## config.mk

```make
export PLATFORM = sky130hd
export DESIGN_NAME = mem_arbiter
export DESIGN_NICKNAME = d
export VERILOG_FILES = /design/src/rtl/mem_arbiter.sv
export SDC_FILE = /design/constraint.sdc
export NUM_CORES = 1
export LEC_CHECK = 0
export ABC_AREA = 1
export CAP_MARGIN = 15
export CELL_PAD_IN_SITES_DETAIL_PLACEMENT = 1
export CELL_PAD_IN_SITES_GLOBAL_PLACEMENT = 1
export CORE_ASPECT_RATIO = 0.6
export CORE_UTILIZATION = 24
export CTS_CLUSTER_DIAMETER = 60
export DETAILED_ROUTE_END_ITERATION = 7
export PLACE_DENSITY_LB_ADDON = 0.15
export SKIP_CTS_REPAIR_TIMING = 1
export SLEW_MARGIN = 20
export SYNTH_ARGS = -nofsm -noshare
export SYNTH_HDL_FRONTEND = slang
export SYNTH_SLANG_ARGS = --single-unit
```

## constraint.sdc

```tcl
create_clock -name clk -period 1.89 [get_ports clk]
set_input_delay 0.2835 -clock clk [delete_from_list [all_inputs] [get_ports clk]]
set_output_delay 0.2835 -clock clk [all_outputs]
set_load 0.01 [all_outputs]
```

## src/rtl/mem_arbiter.sv

```systemverilog
// Round-robin arbiter sharing one single-port synchronous RAM between the
// instruction-fetch port and the load/store port; one access per 3 cycles.
module mem_arbiter #(
  parameter int ADDR_W = 10,
  parameter int DATA_W = 32
) (
  input  logic              clk,
  input  logic              reset,
  input  logic              if_req,
  input  logic [ADDR_W-1:0] if_addr,
  output logic [DATA_W-1:0] if_rdata,
  output logic              if_valid,
  input  logic              d_req,
  input  logic              d_we,
  input  logic [ADDR_W-1:0] d_addr,
  input  logic [DATA_W-1:0] d_wdata,
  output logic [DATA_W-1:0] d_rdata,
  output logic              d_valid,
  output logic [ADDR_W-1:0] mem_addr,
  output logic              mem_re,
  output logic              mem_we,
  output logic [DATA_W-1:0] mem_wd,
  input  logic [DATA_W-1:0] mem_rd,
  output logic              stall,
  output logic [15:0]       conflicts
);

  typedef enum logic [1:0] {IDLE, ACCESS, RESP} state_t;

  state_t            state, state_next;
  logic              gnt, gnt_next;
  logic              last_grant, last_grant_next;
  logic              we_l, we_next;
  logic [ADDR_W-1:0] addr_l, addr_next;
  logic [DATA_W-1:0] wdata_l, wdata_next;
  logic              conflict_hit;
  logic              pick_d;

  // Grant goes to D when it is alone, or when both ask and IF won last time.
  assign pick_d = d_req & (~if_req | ~last_grant);

  always_comb begin
    state_next      = state;
    gnt_next        = gnt;
    last_grant_next = last_grant;
    we_next         = we_l;
    addr_next       = addr_l;
    wdata_next      = wdata_l;
    conflict_hit    = 1'b0;
    case (state)
      IDLE: begin
        if (if_req | d_req) begin
          gnt_next        = pick_d;
          last_grant_next = pick_d;
          we_next         = pick_d & d_we;
          addr_next       = pick_d ? d_addr : if_addr;
          wdata_next      = d_wdata;
          conflict_hit    = if_req & d_req;
          state_next      = ACCESS;
        end
      end
      ACCESS:  state_next = RESP;
      RESP:    state_next = IDLE;
      default: state_next = IDLE;
    endcase
  end

  always_ff @(posedge clk) begin
    if (reset) begin
      state      <= IDLE;
      gnt        <= 1'b0;
      last_grant <= 1'b0;
      we_l       <= 1'b0;
      addr_l     <= '0;
      wdata_l    <= '0;
      conflicts  <= '0;
    end else begin
      state      <= state_next;
      gnt        <= gnt_next;
      last_grant <= last_grant_next;
      we_l       <= we_next;
      addr_l     <= addr_next;
      wdata_l    <= wdata_next;
      if (conflict_hit && (conflicts != '1))
        conflicts <= conflicts + 16'd1;
    end
  end

  assign mem_addr = addr_l;
  assign mem_wd   = wdata_l;
  assign mem_re   = (state == ACCESS) & ~we_l;
  assign mem_we   = (state == ACCESS) & we_l;

  assign if_valid = (state == RESP) & ~gnt;
  assign d_valid  = (state == RESP) & gnt;
  assign if_rdata = mem_rd;
  assign d_rdata  = mem_rd;

  assign stall = (if_req & ~if_valid) | (d_req & ~d_valid);

endmodule

```

### After elaboration in Yosys (flattened, before gate mapping)

Index checks and enable logic that the tools add are counted.

| operators by class | value |
|---|---|
| add/sub/neg operators | 1 |
| equal/unequal tests | 4 |
| mux-type cells | 5 |
| bitwise logic cells | 17 |
| reductions and logical operators | 3 |

Operator list:

| operator | count |
|---|---|
| $add A16 B1 Y16 const B | 1 |
| $ne A16 B16 Y1 const B | 1 |
| $mux W10 | 1 |
| $and A1 B1 Y1 | 9 |
| $not A1 Y1 | 5 |
| $pmux W2 S2 | 1 |
| $or A1 B1 Y1 | 3 |
| $eq A2 B1 Y1 const B | 1 |
| $eq A2 B2 Y1 const B | 1 |
| $logic_not A2 Y1 | 1 |
| $mux W1 | 2 |
| $mux W2 | 1 |
| $ne A2 B2 Y1 const B | 1 |
| $reduce_and A2 Y1 | 1 |
| $logic_and A1 B1 Y1 | 1 |

| storage, ports and cells | value |
|---|---|
| bits in registers | 62 |
| bits of input ports | 89 |
| output and inout port bits | 127 |

### Longest topological paths before layout

Gate-level depths: netlist of run 1.

| logic depth | value |
|---|---|
| depth in word-level cells | 5 |
| mapped depth | 10 |
| gate-level depth less buffers | 10 |

### Least setup slack after synthesis of run 1

Ideal clock, no wire load.

| timing | value |
|---|---|
| kind | reg-to-reg |
| start point | register conflicts[0] |
| end point | register conflicts[10] |
| setup time | 0.113 ns |
| data arrival time | 1.324 ns |
| setup slack | 0.453 ns |
| cell stages (with the launch flop) | 9 |
| buffers on the path | 0 |
| cell sequence | dfxtp_1 ha_1 nand3_1 nor2_2 nand3_1 nor2_1 nand2_1 nand2_1 nor2_1 |

| on the way | value |
|---|---|
| word-level cells in the longest chain between the ends | 2 |
| elaborated cells on any way between the ends | 3 |

RTL lines:

| what | RTL line | RTL |
|---|---|---|
| from (decl) | 25 | `output logic [15:0] conflicts` |
| from (signal assigned) | 85 | `conflicts <= conflicts + 16'd1;` |
| parallel branches: the longest is 2 deep, another holds $add A16 B1 Y16 | - |  |

Parallel ways; which one is timed is not known.
A chain may end at the register's enable or synchronous reset.

### Worst setup path after layout of run 1

| timing | value |
|---|---|
| start point | register state[1] |
| end point | output if_valid |

| on the way | value |
|---|---|
| word-level cells in the longest chain between the ends | 2 |

RTL lines:

| what | RTL line | RTL |
|---|---|---|
| from (decl) | 30 | `state_t state, state_next;` |
| from (signal assigned) | 78 | `state <= state_next;` |
| $eq A2 B2 Y1 | 94 | `assign if_valid = (state == RESP) & ~gnt;` |
| $and A1 B1 Y1 | 94 |  |
| to (decl) | 12 | `output logic if_valid,` |

No other way between the ends.

==> results.py, run 1 <==
metrics = {
    "synthesis": {
        "synth.avg_cell_area_um2": 7.159,
        "syn-cell-area_um2": 3193,
        "syn_inst": 446,
        "ys_ff_latch": 62,
        "seq_area_frac_synth_pct": 38.87,
        "syn_nets": 536,
        "yosysUniqueCellTypes": 27,
        "ys_warn_count": 0,
    },
    "placement": {
        "detailed_place_hpwl_um": 7194,
        "place_area_um2": 4151,
        "port_buffers": 119,
        "gp_congestion": 0.7240,
    },
    "sta": {
        "hold_viol_final": 0,
        "max_clock_freq_mhz": 557.9,
        "setup_viol": 0,
        "rsz0062_at_grt": "false",
        "setup_tns_ps": 0,
        "relSlewSlack_pct": 58.75,
        "drv_slew": 0,
        "period_share_pct": 94.83,
        "tightestPinTransition_ps": 617.8,
        "clock_skew_ps": 6.014,
        "fin_crit_ps": 1792,
    },
    "power_and_ir_drop": {
        "swShare_pct": 26.80,
        "power_density_nw_per_um2": 864.5,
        "clockPowerShare_pct": 43.4,
        "seqPwrFrac_pct": 38.4,
        "p_switching_mw": 1.035,
        "pwr-share-comb_pct": 18.2,
        "internal_power_mw": 2.826,
        "leakagePower_nw": 1.773,
        "ir_worst_vdd_mv": 0.3774,
    },
    "drt": {
        "vias": 2984,
        "viasPerCell": 4.369,
        "dr.first_iter.drc_count": 68,
        "wl_per_cell_um": 14.37,
        "dr.pass1.iters": 4,
        "drc": 0,
        "ant_nets": 0,
        "drt_wl_total_um": 9814,
    },
    "clocking": {
        "numCtsBuffers": 9,
        "cts_root_buf": "clkbuf_16",
        "path_clk_slew_ps": 60,
        "cts_tree": "yes",
        "cts_buffer_depth": 2,
        "worst_skew_pair.late_latency_ps": 330,
        "cts.sinks": 62,
        "htreeDepth": 3,
    },
    "layout": {
        "fin_nets": 598,
        "syn2layout_area_growth_pct": 39.85,
        "fin_area_um2": 4466,
        "drive_gt1_share_pct": 11.50,
        "fill_cells": 1569,
        "diodes": 0,
        "final_util_pct": 34.64,
    },
    "critical_path": {
        "cpMaxStageDelayCell": "clkdlybuf4s50_1",
        "cp.arrival_ps": 1510,
        "path_cells": "inv_2 > nor3_2 > clkdlybuf4s50_1",
        "critPathKind": "reg -> out",
        "endpoint_kind": "primary output",
        "path_delay_family": "buffers and inverters",
        "crit_buf_inv": 2,
        "cp-start-kind": "flip-flop",
        "critPathMaxStageDelay_ps": 580,
        "worstPathMaxFanout": 3,
        "cp.required_ps": 1610,
    },
    "outcome": {
        "outcome": "finished clean",
    },
    "global_routing": {
        "grt-ovfl-total": 0,
        "antenna_found_initial": 0,
        "grt_pass1_vias": 3138,
        "grt_max_degree": 53,
        "grt_first_pass_wirelength_um": 16070,
        "track_usage_pct": 15.00,
    },
    "worst_hold_path": {
        "hold_path.class": "reg -> reg",
    },
    "floorplan": {
        "die_y_um": 91.35,
        "rows": 32,
        "die-area_um2": 13780,
        "die_w_um": 150.9,
        "core_area_um2": 12890,
        "io_pins": 216,
        "initial_utilization_pct": 24.77,
    },
    "flow_run": {
        "cap_violations": 0,
    },
}
layout make-up:
type	count	area, um2	area share, %
Multi-Input combinational cell	279	1315	29.45
Timing Repair Buffer	131	1301	29.14
Sequential cell	62	1242	27.82
Clock buffer	10	229.0	5.127
Tap cell	170	212.7	4.763
Inverter	25	93.84	2.101
Clock inverter	6	71.32	1.597
synthesized netlist by cell type (all sizes together):
master	count	area, um2
xor2	2	17.52
nand2	79	329.1
o22ai	1	6.260
nand3	14	70.07
a21oi	11	81.33
and2	1	6.260
nand3b	1	7.510
a31oi	10	62.56
nand4	5	31.28
nor3	3	15.01
buf	69	505.5
ha	1	12.51
nor2	103	429.2
clkbuf	11	42.54
dfxtp	62	1241
and3	1	6.260
o21ai	47	235.2
inv	25	93.84
layout by cell type (no fill, tap or decap), drive strengths merged:
| cell type | count |
|---|---|
| nor3 | 3 |
| and3 | 1 |
| nand4 | 5 |
| clkbuf | 10 |
| nand2 | 79 |
| nand3b | 1 |
| clkinv | 2 |
| xor2 | 2 |
| a21oi | 11 |
| o21ai | 47 |
| clkdlybuf4s50 | 116 |
| bufinv | 1 |
| dlymetal6s2s | 3 |
| inv | 26 |
| o22ai | 1 |
| ha | 1 |
| clkinvlp | 2 |
| nor2 | 103 |
| dfxtp | 62 |
| nand3 | 14 |
| and2 | 1 |
| buf | 12 |
| a31oi | 10 |
layer usage:
layer	global-route usage, %	wire [um]	vias to the layer above
met1	19.46	4896	1373
met3	8.241	1011	24
met2	20.95	3748	105
li1	-	-	1482
met5	0	0	-
met4	4.333	157	0
sequential cells by signal (all words and copies together) (netlist names):
name	cells
conflicts	16
last_grant	1
state	2
mem_wd	32
mem_addr	10
we_l	1
through the flow:
stage	hold WS, ps	power [mW]	instances	worst slack [ps]
4_1_cts	490.3	3.941	683	-58.57
3_5_place_dp	482.0	2.220	667	-9.132
5_1_grt	522.4	4.071	683	34.81
6_report	490.3	3.860	683	97.70
3_3_place_gp	484.8	2.213	667	58.47
2_1_floorplan	418.4	1.923	446	452.8
power by group through the flow:
stage	registers, mW	logic [mW]	clock network [mW]
floorplan	1.55	0.374	0
global placement	1.51	0.707	0
detailed placement	1.51	0.714	0
CTS	1.48	0.718	1.74
global route	1.50	0.775	1.80
finish	1.48	0.704	1.67
worst min-delay path: stages (launching register included):
cell and delay, ps:
dfxtp_1 320, nand2_1 70, a21oi_1 50
worst paths after layout:
| kind | startpoint | cells past startpoint | to | slack [ps] |
|---|---|---|---|---|
| max reg2reg | conflicts[1] | 9 | conflicts[1] | 320 |
| max | state[1] | 3 | if_valid | 100 |
| min | we_l | 2 | we_l | 490 |
| min reg2reg | we_l | 2 | we_l | 490 |
cells by family (layout without fill, tap and decap cells):
kind of cell             count (synthesis)  count (layout)  synth area share, %
AND/OR/NAND/NOR                        207             207                28.02
adder cells (fa/ha/maj)                  1               1               0.3918
XOR/XNOR                                 2               2               0.5487
buffers and inverters                  105             172                20.10
flip-flops                              62              62                38.87
AO/OA/AOI/OAI                           69              69                12.07
Power figures use the tool's default switching activity.
==> run 2, diff against run 1 <==
--- a/config.mk
+++ b/config.mk
@@ -13,6 +13,7 @@
 export CORE_UTILIZATION = 24
 export CTS_CLUSTER_DIAMETER = 60
 export DETAILED_ROUTE_END_ITERATION = 7
+export GPL_TIMING_DRIVEN = 0
 export PLACE_DENSITY_LB_ADDON = 0.15
 export SKIP_CTS_REPAIR_TIMING = 1
 export SLEW_MARGIN = 20
==> run 2 against run 1 <==
Effect of this change:
- register-to-register slack worse by 70 ps
- clock skew is 0.52 ps higher
- flip-flop and latch count stayed put
- sequential share of layout area shrank 5.4 points
- first-iteration DRC count is 21% lower
- combinational power is 40% higher
- wire length rose by 17%
- critical path depth decreased by 1
- clock-buffer cell count unchanged
- worst setup slack improved by 19 ps
- fmax grew 1.1%
- clock power is 2% lower
- critical endpoint is now d_valid
- largest power group unchanged
==> results.py, run 2 (synthesis results as in run 1) <==
metrics = {
    "clocking": {
        "worst_skew_pair.late_latency_ps": 330,
        "path_clk_slew_ps": 50,
        "htreeDepth": 3,
        "cts_buffer_depth": 2,
        "cts_tree": "yes",
        "cts.sinks": 62,
        "numCtsBuffers": 9,
        "cts_root_buf": "clkbuf_16",
    },
    "sta": {
        "setup_viol": 0,
        "tightestPinTransition_ps": 597.1,
        "drv_slew": 0,
        "max_clock_freq_mhz": 563.9,
        "relSlewSlack_pct": 60.19,
        "worst_slack_ps": 116.6,
        "period_share_pct": 93.83,
        "clock_skew_ps": 6.539,
        "fin_crit_ps": 1773,
        "rsz0062_at_grt": "false",
        "hold_viol_final": 0,
    },
    "critical_path": {
        "rrSetupSlack_ps": 250,
        "path_cells": "and3_1 > clkdlybuf4s50_1",
        "critPathMaxStageDelay_ps": 560,
        "worstReg2RegEnd": "conflicts[10]",
        "endpoint_kind": "primary output",
        "r2r_start": "conflicts[0]",
        "cp-start-kind": "flip-flop",
        "path_delay_family": "buffers and inverters",
        "crit_buf_inv": 1,
        "worstPathMaxFanout": 4,
        "cpMaxStageDelayCell": "clkdlybuf4s50_1",
        "critPathKind": "reg -> out",
        "cp.arrival_ps": 1490,
        "ff2ff_path_depth": 8,
        "cp.required_ps": 1610,
    },
    "drt": {
        "viasPerCell": 4.302,
        "drt_wl_total_um": 11490,
        "drc": 0,
        "dr.first_iter.drc_count": 54,
        "ant_nets": 0,
        "dr.pass1.iters": 4,
        "wl_per_cell_um": 14.09,
        "vias": 3506,
    },
    "power_and_ir_drop": {
        "power_density_nw_per_um2": 738.2,
        "leakagePower_nw": 2.311,
        "ir_worst_vdd_mv": 0.3999,
    },
    "global_routing": {
        "grt_first_pass_wirelength_um": 18440,
        "grt-ovfl-total": 0,
        "grt_max_degree": 12,
        "grt_pass1_vias": 3671,
        "antenna_found_initial": 0,
        "track_usage_pct": 17.20,
    },
    "flow_run": {
        "cap_violations": 0,
    },
    "placement": {
        "detailed_place_hpwl_um": 9151,
        "place_area_um2": 5238,
        "port_buffers": 183,
        "dp_slack_ps": -69.71,
        "gp_congestion": 0.7686,
    },
    "worst_hold_path": {
        "hold_path.class": "reg -> reg",
        "worstHoldEndpoint": "we_l",
        "min_from": "we_l",
        "min_path_cells": 2,
    },
    "floorplan": {
        "die_w_um": 150.9,
        "core_area_um2": 12890,
        "io_pins": 216,
        "die-area_um2": 13780,
        "initial_utilization_pct": 24.77,
        "rows": 32,
        "die_y_um": 91.35,
    },
    "layout": {
        "fin_area_um2": 5544,
        "diodes": 0,
        "layout_commonest_cell": "clkdlybuf4s50_1",
        "largest_reg_flops": 32,
        "fin_nets": 730,
        "final_cell_mix": "clkdlybuf4s50_1 (179), nor2_1 (92), nand2_1 (70)",
        "syn2layout_area_growth_pct": 73.63,
        "drive_gt1_share_pct": 17.83,
    },
    "outcome": {
        "outcome": "finished clean",
    },
}
[run 2: cell types whose count changed in the layout (fill, tap and decap cells not counted), moves of 2 or more]
cell / change
clkdlybuf4s50_1: +63
buf_2: +5
clkbuf_1: +10
buf_4: +53
clkinv_4: -2
clkinv_2: +2
[run 2: area by class of cell]
type	count	area, um2
clock buffer	10	229.0
timing repair buffer	183	1842
tap	170	212.7
clock inverter	6	62.56
sequential	62	1241
inverter	25	93.84
multi-input combinational	279	1315
fill	1563	7348
buffer	80	548.0
[run 2: how the worst max path moves through the flow]
stage / depth (start not counted) / slack [ps] / from / end
final: 2 / 120 / last_grant / d_valid
after floorplan: 8 / 450 / conflicts[0] / conflicts[10]
after global routing: 8 / 20 / conflicts[0] / conflicts[10]
after detailed placement: 4 / -70 / if_req / stall
after global placement: 4 / -6 / if_req / stall
after CTS: 4 / -100 / state[0] / stall
[run 2: tightest hold or removal path, stage by stage (launching register included)]
cell and delay (ps):
dfxtp_1 320, nand2_1 70, a21oi_1 50
[run 2: power breakdown]
| group | internal (mW) | switching [mW] |
|---|---|---|
| combinational | 0.565 | 0.420 |
| sequential | 1.42 | 0.0600 |
| clock | 1.02 | 0.613 |
| total | 3.00 | 1.09 |
[run 2: stage by stage]
step           instances  total power [mW]  setup TNS [ps]  hold slack (ps)  util [%]
2_1_floorplan        446             1.923               0            418.4         -
3_3_place_gp         799             2.478          -6.410            467.1     40.63
3_5_place_dp         799             2.503          -70.78            478.1     40.63
4_1_cts              815             4.179          -123.6            486.6     42.89
5_1_grt              815             4.315               0            508.4     43.00
6_report             815             4.092               0            484.5     43.00
[run 2: layer usage]
layer  wire length, um  vias up  GRT usage [%]
li1                  -     1749              -
met1              5099     1620          20.88
met2              5189      129          28.13
met3              1110        8          7.085
met4                85        0          3.833
met5                 0        -              0
